File: config.mk
export PLATFORM = sky130hd
export DESIGN_NAME = instruction_dispatcher_flat
export DESIGN_NICKNAME = d
export VERILOG_FILES = /design/src/rtl/dispatch_pkg.sv /design/src/rtl/instruction_dispatcher_if.sv /design/src/rtl/dispatch_fifo.sv /design/src/rtl/instruction_dispatcher.sv /design/src/flat_wrapper.sv
export SDC_FILE = /design/constraint.sdc
export NUM_CORES = 1
export LEC_CHECK = 0
export CAP_MARGIN = 40
export CORE_UTILIZATION = 55
export DETAILED_ROUTE_END_ITERATION = 8
export PLACE_DENSITY = 0.88
export REMOVE_ABC_BUFFERS = 1
export SETUP_SLACK_MARGIN = 0.15
export SLEW_MARGIN = 0
export SYNTH_ARGS = -nofsm -noshare
export SYNTH_HDL_FRONTEND = slang
export SYNTH_SLANG_ARGS = --single-unit
File: constraint.sdc
create_clock -name clock -period 7.8 [get_ports clock]
set_clock_uncertainty 0.15 [all_clocks]
set_input_delay 2.34 -clock clock [delete_from_list [all_inputs] [get_ports clock]]
set_output_delay 2.34 -clock clock [all_outputs]
set_load 0.01 [all_outputs]
File: src/rtl/dispatch_pkg.sv
// Shared types and constants for the instruction dispatcher.
// Latency: n/a (declarations only).
// Backpressure: n/a.
package dispatch_pkg;

    localparam int NUM_CORES = 4;
    localparam int CORE_W    = $clog2(NUM_CORES);
    localparam int INSN_W    = 32;

    localparam logic [INSN_W-1:0] NOP_INSN_DEFAULT = 32'h0000_0013;

    typedef enum logic [1:0] {
        RUN    = 2'd0,
        DRAIN  = 2'd1,
        HALTED = 2'd2
    } dispatch_state_t;

    // First ready core at or after ptr, wrapping; returns ptr when none is ready.
    function automatic logic [CORE_W-1:0] rr_pick(input logic [NUM_CORES-1:0] ready,
                                                  input logic [CORE_W-1:0]    ptr);
        logic [CORE_W-1:0] idx;
        logic [CORE_W-1:0] pick;
        logic              found;
        pick  = ptr;
        found = 1'b0;
        for (int k = 0; k < NUM_CORES; k++) begin
            idx = ptr + CORE_W'(k);
            if (!found && ready[idx]) begin
                pick  = idx;
                found = 1'b1;
            end
        end
        return pick;
    endfunction

endpackage

File: src/rtl/instruction_dispatcher_if.sv
// Producer handshake and per-core instruction buses of the dispatcher.
// Latency: n/a (wiring only).
// Backpressure: in_valid/in_ready on the producer side, core_ready per core.
interface instruction_dispatcher_if;
    import dispatch_pkg::*;

    logic                 in_valid;
    logic                 in_ready;
    logic [INSN_W-1:0]    in_instruction;
    logic [NUM_CORES-1:0] core_ready;
    logic [INSN_W-1:0]    instructions_core0;
    logic [INSN_W-1:0]    instructions_core1;
    logic [INSN_W-1:0]    instructions_core2;
    logic [INSN_W-1:0]    instructions_core3;
    logic [NUM_CORES-1:0] core_issue;

    modport master (
        output in_valid, in_instruction, core_ready,
        input  in_ready, instructions_core0, instructions_core1,
               instructions_core2, instructions_core3, core_issue
    );

    modport slave (
        input  in_valid, in_instruction, core_ready,
        output in_ready, instructions_core0, instructions_core1,
               instructions_core2, instructions_core3, core_issue
    );

endinterface

File: src/rtl/dispatch_fifo.sv
// Synchronous FIFO with extra-bit wrap pointers and an occupancy count.
// Latency: head valid the cycle after the push edge; no bypass.
// Backpressure: push ignored when full, pop ignored when empty.
module dispatch_fifo #(
    parameter int DEPTH = 8,
    parameter int W     = 32
) (
    input  logic                   clock,
    input  logic                   reset,
    input  logic                   push,
    input  logic [W-1:0]           push_dat,
    input  logic                   pop,
    output logic [W-1:0]           head,
    output logic                   full,
    output logic                   empty,
    output logic [$clog2(DEPTH):0] level
);

    localparam int AW = $clog2(DEPTH);

    logic [AW:0]  wr_ptr;
    logic [AW:0]  rd_ptr;
    logic [W-1:0] mem [DEPTH];

    assign full  = (wr_ptr[AW] != rd_ptr[AW]) && (wr_ptr[AW-1:0] == rd_ptr[AW-1:0]);
    assign empty = (wr_ptr == rd_ptr);
    assign level = wr_ptr - rd_ptr;
    assign head  = mem[rd_ptr[AW-1:0]];

    always_ff @(posedge clock or negedge reset) begin
        if (!reset) begin
            wr_ptr <= '0;
            rd_ptr <= '0;
        end else begin
            if (push && !full)  wr_ptr <= wr_ptr + 1'b1;
            if (pop  && !empty) rd_ptr <= rd_ptr + 1'b1;
        end
    end

    // Storage carries no reset; pointers alone define validity.
    always_ff @(posedge clock) begin
        if (push && !full) mem[wr_ptr[AW-1:0]] <= push_dat;
    end

endmodule

File: src/rtl/instruction_dispatcher.sv
// Buffers a 32-bit instruction stream and issues it round-robin to four cores; optional
// per-core issue counters under DISPATCH_STATS_EN. Latency: pushed at edge t, issued at t+1 earliest.
// Backpressure: in_ready low when FIFO full or not in RUN; cores gate issue via core_ready.
module instruction_dispatcher
    import dispatch_pkg::*;
#(
    parameter int                DEPTH    = 8,
    parameter logic [INSN_W-1:0] NOP_INSN = NOP_INSN_DEFAULT
`ifdef DISPATCH_STATS_EN
    ,
    parameter int                CNT_W    = 16
`endif
) (
    input  logic                         clock,
    input  logic                         reset,
    instruction_dispatcher_if.slave      bus,
    input  logic                         halt_req,
    output logic                         halted,
    output logic [$clog2(DEPTH):0]       fifo_level
`ifdef DISPATCH_STATS_EN
    ,
    output logic [CNT_W-1:0]             issue_count_core0,
    output logic [CNT_W-1:0]             issue_count_core1,
    output logic [CNT_W-1:0]             issue_count_core2,
    output logic [CNT_W-1:0]             issue_count_core3
`endif
);

    dispatch_state_t      state_q, state_d;
    logic [CORE_W-1:0]    rr_ptr_q;
    logic [CORE_W-1:0]    sel;
    logic                 in_ready_c;
    logic                 push;
    logic                 pop;
    logic                 fifo_full;
    logic                 fifo_empty;
    logic [INSN_W-1:0]    head;
    logic [NUM_CORES-1:0] issue_d;
    logic [NUM_CORES-1:0] issue_q;
    logic [INSN_W-1:0]    bus_q [NUM_CORES];

    dispatch_fifo #(.DEPTH(DEPTH), .W(INSN_W)) u_fifo (
        .clock    (clock),
        .reset    (reset),
        .push     (push),
        .push_dat (bus.in_instruction),
        .pop      (pop),
        .head     (head),
        .full     (fifo_full),
        .empty    (fifo_empty),
        .level    (fifo_level)
    );

    always_comb begin
        state_d    = state_q;
        sel        = rr_pick(bus.core_ready, rr_ptr_q);
        // Full test uses registered occupancy only: no pass-through when full.
        in_ready_c = (state_q == RUN) && !fifo_full;
        push       = bus.in_valid && in_ready_c;
        pop        = (state_q != HALTED) && !fifo_empty && (|bus.core_ready);
        issue_d    = '0;
        if (pop) issue_d[sel] = 1'b1;

        case (state_q)
            RUN:     if (halt_req) state_d = DRAIN;
            DRAIN: begin
                if (!halt_req)               state_d = RUN;
                else if (fifo_empty && !pop) state_d = HALTED;
            end
            HALTED:  if (!halt_req) state_d = RUN;
            default: state_d = RUN;
        endcase
    end

    always_ff @(posedge clock or negedge reset) begin
        if (!reset) begin
            state_q  <= RUN;
            rr_ptr_q <= '0;
            issue_q  <= '0;
            for (int i = 0; i < NUM_CORES; i++) bus_q[i] <= NOP_INSN;
        end else begin
            state_q <= state_d;
            issue_q <= issue_d;
            if (pop) rr_ptr_q <= sel + CORE_W'(1);
            for (int i = 0; i < NUM_CORES; i++)
                bus_q[i] <= issue_d[i] ? head : NOP_INSN;
        end
    end

    assign bus.in_ready           = in_ready_c;
    assign bus.core_issue         = issue_q;
    assign bus.instructions_core0 = bus_q[0];
    assign bus.instructions_core1 = bus_q[1];
    assign bus.instructions_core2 = bus_q[2];
    assign bus.instructions_core3 = bus_q[3];
    assign halted                 = (state_q == HALTED);

`ifdef DISPATCH_STATS_EN
    logic [CNT_W-1:0] cnt_q [NUM_CORES];

    // Counts follow the issue bit being registered; saturate rather than wrap.
    always_ff @(posedge clock or negedge reset) begin
        if (!reset) begin
            for (int i = 0; i < NUM_CORES; i++) cnt_q[i] <= '0;
        end else if (state_q != HALTED) begin
            for (int i = 0; i < NUM_CORES; i++)
                if (issue_d[i] && (cnt_q[i] != '1)) cnt_q[i] <= cnt_q[i] + 1'b1;
        end
    end

    assign issue_count_core0 = cnt_q[0];
    assign issue_count_core1 = cnt_q[1];
    assign issue_count_core2 = cnt_q[2];
    assign issue_count_core3 = cnt_q[3];
`endif

endmodule
File: src/flat_wrapper.sv
// flat-port wrapper written by rule: the top's interface ports become plain ports
module instruction_dispatcher_flat import dispatch_pkg::*;
#(
    parameter int                DEPTH    = 8,
    parameter logic [INSN_W-1:0] NOP_INSN = NOP_INSN_DEFAULT

)
  (clock, reset, halt_req, halted, fifo_level, bus_in_valid, bus_in_instruction, bus_core_ready, bus_in_ready, bus_instructions_core0, bus_instructions_core1, bus_instructions_core2, bus_instructions_core3, bus_core_issue);
  instruction_dispatcher_if bus_i ();
  input  logic clock;
  input  logic reset;
  input  logic halt_req;
  output logic halted;
  output logic [$clog2(DEPTH):0] fifo_level;
  input wire logic [$bits(bus_i.in_valid)-1:0] bus_in_valid;
  input wire logic [$bits(bus_i.in_instruction)-1:0] bus_in_instruction;
  input wire logic [$bits(bus_i.core_ready)-1:0] bus_core_ready;
  output wire logic [$bits(bus_i.in_ready)-1:0] bus_in_ready;
  output wire logic [$bits(bus_i.instructions_core0)-1:0] bus_instructions_core0;
  output wire logic [$bits(bus_i.instructions_core1)-1:0] bus_instructions_core1;
  output wire logic [$bits(bus_i.instructions_core2)-1:0] bus_instructions_core2;
  output wire logic [$bits(bus_i.instructions_core3)-1:0] bus_instructions_core3;
  output wire logic [$bits(bus_i.core_issue)-1:0] bus_core_issue;
  assign bus_i.in_valid = bus_in_valid;
  assign bus_i.in_instruction = bus_in_instruction;
  assign bus_i.core_ready = bus_core_ready;
  assign bus_in_ready = bus_i.in_ready;
  assign bus_instructions_core0 = bus_i.instructions_core0;
  assign bus_instructions_core1 = bus_i.instructions_core1;
  assign bus_instructions_core2 = bus_i.instructions_core2;
  assign bus_instructions_core3 = bus_i.instructions_core3;
  assign bus_core_issue = bus_i.core_issue;
  instruction_dispatcher #(.DEPTH(DEPTH), .NOP_INSN(NOP_INSN)) u_core (.clock(clock), .reset(reset), .bus(bus_i), .halt_req(halt_req), .halted(halted), .fifo_level(fifo_level));
endmodule
* Yosys cells after proc, flatten, opt, wreduce, memory -nomap -nowiden
Memory sizes are Yosys's and may differ from the RTL's.
Cells that the tools add are included.
** Storage, ports and cells
- Register bits after elaboration :: 144
- Memory bits (writable) :: 256
- Output and inout bits :: 138
- Memories kept :: 1
** Memories
- u_core.u_fifo.mem :: words 8, width 32, read ports 1, clocked after memory_dff 0, wr ports 1, RTL line dispatch_fifo.sv:23 : logic [W-1:0] mem [DEPTH];
** Cells by class
- $add $sub $neg :: 7
- Order comparisons :: 6
- Equal/unequal tests :: 9
- Muxes and demuxes :: 28
- Reduce and logical (&&, ||, !) cells :: 21
** Operator list (number)
- $mux 32 :: 4
- $lt 2x3->1 const B :: 5
- $mux 2 :: 7
- $logic_and 1x1->1 :: 12
- $mux 1 :: 10
- $add 4x1->4 const B :: 2
- $bmux 1 s2 :: 4
- $logic_not 1->1 :: 6
- $ne 2x2->1 const B :: 3
- $pmux 2 s3 :: 1
- $add 2x1->2 const B :: 2
- $add 2x2->2 const B :: 2
- $eq 4x4->1 :: 1
- $mux 4 :: 1
- $reduce_or 4->1 :: 1
- $sub 4x4->4 :: 1
- $eq 3x3->1 :: 1
- $ne 3x2->1 const B :: 1
- $reduce_and 3->1 :: 1
- $demux 1 s2 :: 1
- $eq 2x1->1 const B :: 1
- $eq 2x2->1 const B :: 1
- $ge 2x1->1 const B :: 1
- $logic_not 2->1 :: 1
- $ne 1x1->1 :: 1

* Longest topological paths before layout
Gate-level depths: netlist (run 1).
- Depth after elaboration :: 18
- Gate-level depth with buffers :: 11

* Cells and area by module
Synthesis (run 1) repeated with hierarchy kept, for this count alone.
** Second synthesis, totals
- Cells, all modules :: 810
- Area, all modules :: 14860.5 um^2
** Modules (own cells, without submodules)
- dispatch_fifo :: times used 1, cells an instance 495, area each 10163.5 um^2, seq. area each 7887.6 um^2
- instruction_dispatcher :: times used 1, cells an instance 315, area each 4697.0 um^2, seq. area each 3418.3 um^2

* Worst setup path before layout (run 1)
No wires, ideal clock.
- Kind :: in2reg
- Start point :: in bus_in_valid
- End point :: mem u_core.u_fifo.mem[1][0], enable pin
- Library setup time :: 0.513 ns
- Data arrival time :: 5.798 ns
- Slack :: 1.339 ns
- Stages on the path :: 2
- Cells stage by stage :: nand2_1 nor4b_1
** On the way
- Longest elaborated chain between the ends :: 4
** RTL lines
- start, declared :: RTL line flat_wrapper.sv:15 : input wire logic [$bits(bus_i.in_valid)-1:0] bus_in_valid;
- $logic_and 1x1->1 :: RTL line instruction_dispatcher.sv:59 : push = bus.in_valid && in_ready_c;
- $logic_and 1x1->1 :: RTL line dispatch_fifo.sv:42 : if (push && !full) mem[wr_ptr[AW-1:0]] <= push_dat;
- $mux 1 :: RTL line dispatch_fifo.sv:42
- $mux 1 (implied by the code) :: RTL line dispatch_fifo.sv:42
- end, declared :: RTL line dispatch_fifo.sv:23
No other way between the ends.

* Worst setup path in the final report (run 1)
- Start point :: reg u_core.u_fifo.rd_ptr[1]
- End point :: out fifo_level[3]
** On the way
- Longest elaborated chain between the ends :: 1
** RTL lines
- start, declared :: RTL line dispatch_fifo.sv:22 : logic [AW:0] rd_ptr;
- start signal, assigned :: RTL line dispatch_fifo.sv:36 : if (pop && !empty) rd_ptr <= rd_ptr + 1'b1;
- $sub 4x4->4 :: RTL line dispatch_fifo.sv:27 : assign level = wr_ptr - rd_ptr;
- end, declared :: RTL line flat_wrapper.sv:14 : output logic [$clog2(DEPTH):0] fifo_level;
No other way between the ends.

==> results.sh, run 1 <==
export IMPL_yosys_area_top_type="edfxtp_1"
export IMPL_die_h_um=166
export IMPL_worstHoldPathType="flip-flop to flip-flop"
export IMPL_core_area_um2=26100
export IMPL_report_final_slew_viol_count=0
export IMPL_synth_edf_count=256
export IMPL_cts_tree="done"
export IMPL_gp_congestion=0.740
export IMPL_synth_seq_cells=400
export IMPL_synth_cells=742
export IMPL_syn_area_um2=14700
export IMPL_crit_slowest_cell="dfrtp_4"
export IMPL_tightest_slew_ns=0.898
export IMPL_most_common_layout_cells="edfxtp_1 (256), clkdlybuf4s50_1 (176), dfrtp_1 (130)"
export IMPL_vias_per_cell=5.62
export IMPL_end_kind="primary output"
export IMPL_wl_per_cell_um=23.3
export IMPL_cts_sinks=400
export IMPL_drc_errors=28
export IMPL_synth_avg_cell_area_um2=19.9
export IMPL_first_pass_iters=9
export IMPL_clockBufferDepth=3
export IMPL_num_rows=59
export IMPL_yosysUniqueCellTypes=41
export IMPL_dp_hpwl_um=17400
export IMPL_grt_pass1_wl_um=47800
export IMPL_final_nets=993
export IMPL_async_flop_share_pct=36.0
export IMPL_port_buffers=177
export IMPL_postRouteAntennaNets=0
export IMPL_setup_tns_final_ns=0
export IMPL_cts_resized=0
export IMPL_maxSlewHeadroom_pct=40.0
export IMPL_grt_max_degree=69
export IMPL_fin_crit_sh_pct=69.4
export IMPL_drv_cap=0
export IMPL_start_kind="flip-flop"
export IMPL_area_growth_pct=23.5
export IMPL_placed_cell_area_um2=16900
export IMPL_h_tree_depth=2
export IMPL_ir_worst_vdd_v=0.000261
export IMPL_place_inst=1237
export IMPL_seq_area_frac_synth_pct=76.7
export IMPL_power_mw=7.52
export IMPL_gr_usage_met2_pct=42.3
export IMPL_arrival_ns=2.92
export IMPL_overflow=0
export IMPL_cpPeakStageDelay_ns=0.62
export IMPL_yosys_warnings=0
export IMPL_via_count=7342
export IMPL_drive_above_1_share_pct=20.6
export IMPL_use_met1_pct=29.3
export IMPL_start_util_pct=56.4
export IMPL_period_minus_slack_ns=5.41
export IMPL_grt_antenna_before_repair=1
export IMPL_cts_setup_buffers=0
export IMPL_path_clk_slew_ns=0.06
export IMPL_setup_violations=0
export IMPL_ys_flop_type="edfxtp_1"
export IMPL_yosys_area_top_type_share_pct=52.2
export IMPL_clockRootBuffer="clkbuf_16"
export IMPL_crit_chain="buf_16, inv_1, ha_1, a21o_1, a21oi_1, xnor2_1, clkdlybuf4s50_1"
export IMPL_critical_path_top_delay_family="buffers and inverters"
export IMPL_violations="DRC"
export IMPL_antennaDiodeCount=0
export IMPL_finalNonFillerCells=1307
export IMPL_die_x_um=166
export IMPL_hold_slack_ns=0.383
export IMPL_crit_type="flip-flop to primary output"
export IMPL_power_density_nw_per_um2=413
export IMPL_drt_first_iter_violations=557
export IMPL_rsz0062_at_grt="no"
export IMPL_clock_latency_ns=0.52
export IMPL_synth_area_top_cells="edfxtp_1 (52%), dfrtp_1 (22%), mux4_2 (9.8%), mux2i_4 (4.7%), nor2_1 (3.1%)"
export IMPL_path_buf_inv=3
export IMPL_numCtsBuffers=39
export IMPL_first_global_vias=8032
export IMPL_die_area_um2=27400
export IMPL_gr_usage_met3_pct=4.16
export IMPL_finalHoldViolCount=0
export IMPL_status="complete, but fails checks"
export IMPL_required_ns=5.31
export IMPL_critical_path_max_fanout=50
export IMPL_ctsHoldBuffers=0
export IMPL_stdcell_area_um2=18200
export IMPL_final_common_cell="edfxtp_1"
export IMPL_fmax_ghz=0.185
export IMPL_p_leak_nw=6.71
export IMPL_grtUsageTotal_pct=23.4
export IMPL_wirelength_um=30500
export IMPL_pin_count=178
export IMPL_grt_busiest_layer="met2"
==> metrics by stage <==
stage	util (%)	setup slack (ns)
2_1_floorplan	-	0.215
3_3_place_gp	64.5	2.69
3_5_place_dp	64.8	2.63
4_1_cts	69.6	2.35
5_1_grt	69.6	2.18
6_report	69.6	2.39
==> synthesized netlist by cell type, types with 2 or more instances <==
cell type and number:
a21o_1 2, edfxtp_1 256, o21ai_0 3, dfrtp_1 132, buf_4 3, dfstp_2 12
nand3_1 4, ha_1 9, buf_2 13, nor2b_1 2, xor2_1 2, mux4_2 64
clkbuf_1 6, nor3_1 3, mux2i_4 31, o21a_1 3, xnor2_1 6, buf_6 8
nand2_2 2, inv_1 14, mux2_2 2, nor2_1 120, and3_1 4, nand2_1 20
a21oi_1 5
==> registers in the layout (all words and copies together), names as in the netlist <==
| name | flops |
|---|---|
| u_core.bus.core_issue | 4 |
| u_core.bus.instructions_core0 | 32 |
| u_core.bus.instructions_core1 | 32 |
| u_core.bus.instructions_core2 | 32 |
| u_core.bus.instructions_core3 | 32 |
| u_core.rr_ptr_q | 2 |
| u_core.state_q | 2 |
| u_core.u_fifo.mem | 256 |
| u_core.u_fifo.rd_ptr | 4 |
| u_core.u_fifo.wr_ptr | 4 |
==> final cells by class <==
| cell class | count | area [um2] |
|---|---|---|
| Timing Repair Buffer | 191 | 1940 |
| Inverter | 15 | 58.8 |
| Multi-Input combinational cell | 296 | 3210 |
| Clock inverter | 11 | 92.6 |
| Clock buffer | 59 | 1160 |
| Sequential cell | 400 | 11300 |
| Tap cell | 335 | 419 |
| Fill cell | 1581 | 7930 |
==> worst paths after layout <==
| path | start | to | slack, ns | cells after the start |
|---|---|---|---|---|
| max | u_core.u_fifo.rd_ptr[1] | fifo_level[3] | 2.39 | 7 |
| min | u_core.u_fifo.wr_ptr[3] | u_core.u_fifo.wr_ptr[3] | 0.38 | 1 |
| max reg2reg | u_core.u_fifo.rd_ptr[2] | u_core.bus.instructions_core0[0] | 4.04 | 7 |
| min reg2reg | u_core.u_fifo.wr_ptr[3] | u_core.u_fifo.wr_ptr[3] | 0.38 | 1 |
| max in group asynchronous | reset | u_core.bus.instructions_core1[1] | 4.79 | 3 |
| min in group asynchronous | reset | u_core.state_q[1] | 1.65 | 1 |
==> cells by family after synthesis <==
family	after synthesis	synth area share, %
AO/OA/AOI/OAI	17	0.764
XOR/XNOR	9	0.586
AND/OR/NAND/NOR	162	4.48
flip-flops	400	76.7
buffers and inverters	46	1.77
multiplexers	98	14.8
adder cells (fa/ha/maj)	10	0.900
==> per-layer routing <==
| metal | up-vias | wire length [um] |
|---|---|---|
| li1 | 3173 | - |
| met1 | 3849 | 11900 |
| met2 | 271 | 16300 |
| met3 | 49 | 1700 |
| met4 | 0 | 608 |
| met5 | - | 0 |
==> where the power goes <==
part           switching (mW)  internal, mW
sequential              0.229          2.74
combinational            1.37          1.36
clock                   0.755          1.07
(Power assumes the default switching activity.)
==> run 2, diff against run 1 <==
- clock period: 7.8 -> 5.2 ns (I/O delays scaled with it)
==> run 2 against run 1 <==
The run still ends with DRC left. Flip-flop and latch count unchanged. Clock power up 47%. Via count up 0.86%. Worst setup slack worse by 1.7 ns. Critical path type unchanged. Largest cell class unchanged. Largest power group unchanged.
==> results.sh, run 2 (synthesized netlist as in run 1, its figures left out) <==
export IMPL_status="complete, but fails checks"
export IMPL_violations="DRC"
export IMPL_r2r_start="u_core.u_fifo.rd_ptr[2]"
export IMPL_p_leak_nw=6.72
export IMPL_via_count=7405
export IMPL_report_final_slew_viol_count=0
export IMPL_placed_cell_area_um2=17000
export IMPL_fin_crit_sh_pct=86.2
export IMPL_crit_chain="inv_4, ha_1, nand3_1, o21a_1, clkdlybuf4s50_1"
export IMPL_grtUsageTotal_pct=23.2
export IMPL_worstHoldPathType="flip-flop to flip-flop"
export IMPL_crit_slowest_cell="clkdlybuf4s50_1"
export IMPL_most_common_layout_cells="edfxtp_1 (256), clkdlybuf4s50_1 (176), dfrtp_1 (130)"
export IMPL_ctsHoldBuffers=0
export IMPL_maxSlewHeadroom_pct=41.5
export IMPL_first_pass_iters=9
export IMPL_drc_errors=28
export IMPL_arrival_ns=2.77
export IMPL_cts_tree="done"
export IMPL_multi_input_area_um2=3210
export IMPL_grt_max_degree=91
export IMPL_gp_congestion=0.743
export IMPL_power_density_nw_per_um2=618
export IMPL_clockBufferDepth=3
export IMPL_required_ns=3.49
export IMPL_die_h_um=166
export IMPL_stdcell_area_um2=18200
export IMPL_end_kind="primary output"
export IMPL_drt_first_iter_violations=715
export IMPL_first_global_vias=7958
export IMPL_cts_sinks=400
export IMPL_rrSetupSlack_ns=1.57
export IMPL_finalNonFillerCells=1319
export IMPL_numCtsBuffers=39
export IMPL_clock_latency_ns=0.53
export IMPL_critPathLaunch="u_core.u_fifo.rd_ptr[2]"
export IMPL_finish_utilization_pct=69.7
export IMPL_largest_reg_flops=256
export IMPL_cts_resized=0
export IMPL_tightest_slew_ns=0.876
export IMPL_start_kind="flip-flop"
export IMPL_vias_per_cell=5.61
export IMPL_clockRootBuffer="clkbuf_16"
export IMPL_setup_tns_final_ns=0
export IMPL_place_inst=1244
export IMPL_final_common_cell="edfxtp_1"
export IMPL_critical_path_max_fanout=15
export IMPL_drv_cap=0
export IMPL_path_clk_slew_ns=0.06
export IMPL_postRouteAntennaNets=0
export IMPL_num_rows=59
export IMPL_final_nets=1000
export IMPL_finalHoldViolCount=0
export IMPL_core_area_um2=26100
export IMPL_nFillCells=1587
export IMPL_holdCritStartpoint="u_core.u_fifo.wr_ptr[3]"
export IMPL_regArea_um2=11300
export IMPL_ir_worst_vdd_v=0.000402
export IMPL_wirelength_um=31200
export IMPL_drive_above_1_share_pct=20.4
export IMPL_dp_hpwl_um=18300
export IMPL_port_buffers=177
export IMPL_fmax_ghz=0.223
export IMPL_overflow=0
export IMPL_h_tree_depth=2
export IMPL_grt_pass1_wl_um=47100
export IMPL_pin_count=178
export IMPL_period_minus_slack_ns=4.48
export IMPL_cts_setup_buffers=0
export IMPL_die_area_um2=27400
export IMPL_area_growth_pct=23.7
export IMPL_crit_type="flip-flop to primary output"
export IMPL_die_x_um=166
export IMPL_fin_ws_ns=0.716
export IMPL_start_util_pct=56.4
export IMPL_grt_antenna_before_repair=4
export IMPL_cpPeakStageDelay_ns=0.62
export IMPL_rsz0062_at_grt="no"
export IMPL_pre_cts_ws_ns=0.788
export IMPL_wl_per_cell_um=23.7
export IMPL_setup_violations=0
-- run 2: path summary, 6_finish.rpt --
check                                                     to  cells past startpoint
max reg2reg                 u_core.bus.instructions_core0[4]                      7
min                                  u_core.u_fifo.wr_ptr[3]                      1
min reg2reg                          u_core.u_fifo.wr_ptr[3]                      1
max                                             bus_in_ready                      5
max in group asynchronous  u_core.bus.instructions_core1[18]                      2
min in group asynchronous                 u_core.rr_ptr_q[0]                      1
-- run 2: critical path, delay by kind of cell (launching register included) --
kind | cells | cell delay, ns
AOI/OAI and AO/OA | 1 | 0.27
DFF | 1 | 0.43
and+or+nand+nor | 1 | 0.10
adders and majority gates | 1 | 0.39
buffers and inverters | 2 | 1.05
-- run 2: per-stage QoR --
stage / power (mW) / hold WS (ns)
2_1_floorplan: 6.84 / 0.335
3_3_place_gp: 8.46 / 0.357
3_5_place_dp: 8.64 / 0.361
4_1_cts: 11.4 / 0.375
5_1_grt: 11.8 / 0.387
6_report: 11.3 / 0.371
-- run 2: final cells by class --
cell class	instances	share of cell area (%)
flip-flops and latches	400	62.1
clock inverters	9	0.460
clock buffers	63	6.19
well taps	335	2.30
multi-input cells	296	17.6
inverters	15	0.323
diodes	3	0.0412
repair buffers	198	11.0
-- run 2: report_power, final --
group / internal, mW / switching, mW
Combinational: 2.06 / 2.08
Clock: 1.54 / 1.14
Sequential: 4.12 / 0.316
Total: 7.72 / 3.54
-- run 2: routing by layer --
metal  GRT usage (%)  vias up  wire, um
met4            8.74        0       832
met5               0        -         0
met3            4.73       58      1890
met1            28.7     3885     12100
li1                -     3191         -
met2            40.7      271     16400
==> run 3, diff against run 2 <==
- ABC_AREA: default -> 1
- CORE_UTILIZATION: 55 -> 57
- CTS_BUF_LIST: default -> sky130_fd_sc_hd__clkbuf_8
- PLACE_DENSITY: 0.88 -> 0.9
==> run 3 against run 2 <==
The flow now finishes without violations. Final cell count increased by 27%. Fmax increased by 2.1%. Area after synthesis decreased by 0.15%. Synthesized cell count increased by 49%. Sequential power decreased by 6.8%. Power decreased by 7.1%. Die area decreased by 3.6%. Critical path depth decreased by 1. Hold slack got worse by 0.011 ns. Core utilization increased by 1.3 points. Via count increased by 28%. Clock power decreased by 11%.
==> results.sh, run 3 <==
export IMPL_status="finished, final reports clean"
export IMPL_core_area_um2=25300
export IMPL_yosys_warnings=0
export IMPL_synth_most_common_cell="edfxtp_1"
export IMPL_ys_flop_type="edfxtp_1"
export IMPL_fin_ws_ns=0.808
export IMPL_required_ns=3.49
export IMPL_clockBufferDepth=3
export IMPL_die_x_um=163
export IMPL_power_density_nw_per_um2=583
export IMPL_cts_setup_buffers=0
export IMPL_most_common_layout_cells="edfxtp_1 (256), nor2_1 (230), clkdlybuf4s50_1 (176)"
export IMPL_drt_first_iter_violations=987
export IMPL_synth_area_top_cells="edfxtp_1 (52%), dfrtp_1 (22%), nor2_1 (6.0%), o21ai_0 (4.4%), nand2_1 (2.5%)"
export IMPL_clockRootBuffer="clkbuf_8"
export IMPL_final_common_cell="edfxtp_1"
export IMPL_arrival_ns=2.68
export IMPL_nFillCells=1586
export IMPL_cts_tree="done"
export IMPL_start_util_pct=58.3
export IMPL_ir_worst_vdd_v=0.000437
export IMPL_pin_count=178
export IMPL_finalNonFillerCells=1680
export IMPL_hold_slack_ns=0.360
export IMPL_path_clk_slew_ns=0.06
export IMPL_grt_antenna_before_repair=2
export IMPL_largest_reg_flops=256
export IMPL_tightest_slew_ns=0.907
export IMPL_finalHoldViolCount=0
export IMPL_gr_usage_met2_pct=42.5
export IMPL_postRouteAntennaNets=0
export IMPL_place_inst=1568
export IMPL_area_growth_pct=22.0
export IMPL_setup_tns_final_ns=0
export IMPL_wirelength_um=32100
export IMPL_end_kind="primary output"
export IMPL_die_h_um=163
export IMPL_syn_area_um2=14700
export IMPL_num_rows=58
export IMPL_async_flop_share_pct=36.0
export IMPL_wl_per_cell_um=19.1
export IMPL_vias_per_cell=5.66
export IMPL_drive_above_1_share_pct=10.7
export IMPL_drc_errors=0
export IMPL_finish_utilization_pct=71.1
export IMPL_port_buffers=177
export IMPL_yosys_area_top_type="edfxtp_1"
export IMPL_report_final_slew_viol_count=0
export IMPL_worstHoldPathType="flip-flop to flip-flop"
export IMPL_grt_max_degree=145
export IMPL_yosysUniqueCellTypes=32
export IMPL_drv_cap=0
export IMPL_h_tree_depth=2
export IMPL_pre_cts_ws_ns=1.04
export IMPL_final_nets=1348
export IMPL_via_count=9506
export IMPL_maxSlewHeadroom_pct=39.4
export IMPL_start_kind="flip-flop"
export IMPL_fmax_ghz=0.228
export IMPL_ctsHoldBuffers=0
export IMPL_gp_congestion=0.821
export IMPL_use_met1_pct=29.7
export IMPL_grt_pass1_wl_um=49700
export IMPL_overflow=0
export IMPL_rsz0062_at_grt="no"
export IMPL_synth_seq_cells=400
export IMPL_seq_area_frac_synth_pct=76.8
export IMPL_clock_latency_ns=0.61
export IMPL_first_pass_iters=5
export IMPL_yosys_area_top_type_share_pct=52.3
export IMPL_gr_usage_met3_pct=6.70
export IMPL_cts_resized=0
export IMPL_crit_type="flip-flop to primary output"
export IMPL_p_leak_nw=6.92
export IMPL_period_minus_slack_ns=4.39
export IMPL_synth_avg_cell_area_um2=13.3
export IMPL_grtUsageTotal_pct=24.7
export IMPL_synth_cells=1108
export IMPL_synth_top_cells_by_count="edfxtp_1 (256), nor2_1 (237), dfrtp_1 (132)"
export IMPL_setup_violations=0
export IMPL_grt_busiest_layer="met2"
export IMPL_dp_hpwl_um=18400
export IMPL_synth_edf_count=256
export IMPL_critical_path_max_fanout=48
export IMPL_cts_sinks=400
export IMPL_die_area_um2=26500
export IMPL_fin_crit_sh_pct=84.5
export IMPL_numCtsBuffers=58
export IMPL_first_global_vias=9671
==> run 3: cell count changes after synthesis, sizes merged, moves of 31 or more <==
| cell | change |
|---|---|
| nor2 | +132 |
| nand2 | +79 |
| o221ai | +31 |
| mux2i | -32 |
| o21ai | +156 |
| clkbuf | +33 |
| mux4 | -64 |
==> run 3: area by class of cell <==
type | instances | area (um2) | area share [%]
sequential | 400 | 11300 | 63.0
multi-input combinational | 617 | 3040 | 17.0
timing repair buffer | 194 | 1910 | 10.7
clock buffer | 67 | 922 | 5.14
tap | 330 | 413 | 2.30
clock inverter | 43 | 229 | 1.28
inverter | 27 | 108 | 0.600
antenna | 2 | 5.00 | 0.0279
==> run 3: worst max-delay path, cell delays in order, from the launching register on <==
cell             delay (ns)
dfrtp_4                0.69
ha_1                   0.30
fa_1                   0.38
xnor2_1                0.16
clkdlybuf4s50_1        0.56
==> run 3: kinds of logic (layout without fill, tap and decap cells) <==
group / after synthesis / in the layout / share of synthesized area [%]
compound gates: 228 / 228 / 8.88
xor+xnor: 7 / 7 / 0.417
fa+ha+maj: 10 / 10 / 0.902
buf+inv: 91 / 331 / 2.90
flops: 400 / 400 / 76.8
other cells: 0 / 2 / 0
simple gates: 372 / 372 / 10.1
==> run 3: per-layer routing <==
layer | share of wire [%] | vias up
met2 | 51 | 437
met3 | 8.6 | 91
li1 | - | 4293
met5 | 0 | -
met1 | 38 | 4685
met4 | 2.8 | 0
==> run 3: path summary, 6_finish.rpt <==
check                                   startpoint                                 to  slack (ns)  cells after the start
setup / recovery           u_core.u_fifo.rd_ptr[0]                      fifo_level[2]        0.81                      4
hold / removal             u_core.u_fifo.wr_ptr[3]            u_core.u_fifo.wr_ptr[3]        0.36                      1
setup reg to reg           u_core.u_fifo.rd_ptr[0]           u_core.u_fifo.mem[3][26]        1.68                      9
hold reg to reg            u_core.u_fifo.wr_ptr[3]            u_core.u_fifo.wr_ptr[3]        0.36                      1
max in group asynchronous                    reset            u_core.u_fifo.rd_ptr[0]        3.36                      2
min in group asynchronous                    reset  u_core.bus.instructions_core3[14]        0.90                      2
==> run 3: metrics by stage <==
stage / cell area [um2] / power [mW]
after floorplan: 14400 / 6.45
after global placement: 16800 / 7.90
after detailed placement: 16800 / 8.12
after CTS: 17900 / 10.5
after global routing: 17900 / 11.1
final: 17900 / 10.5
==> run 3: report_power, final <==
part / internal, mW / switching [mW] / total, mW
logic: 1.29 / 2.65 / 3.94
clock network: 1.27 / 1.12 / 2.39
registers: 3.92 / 0.210 / 4.13
total: 6.49 / 3.98 / 10.5
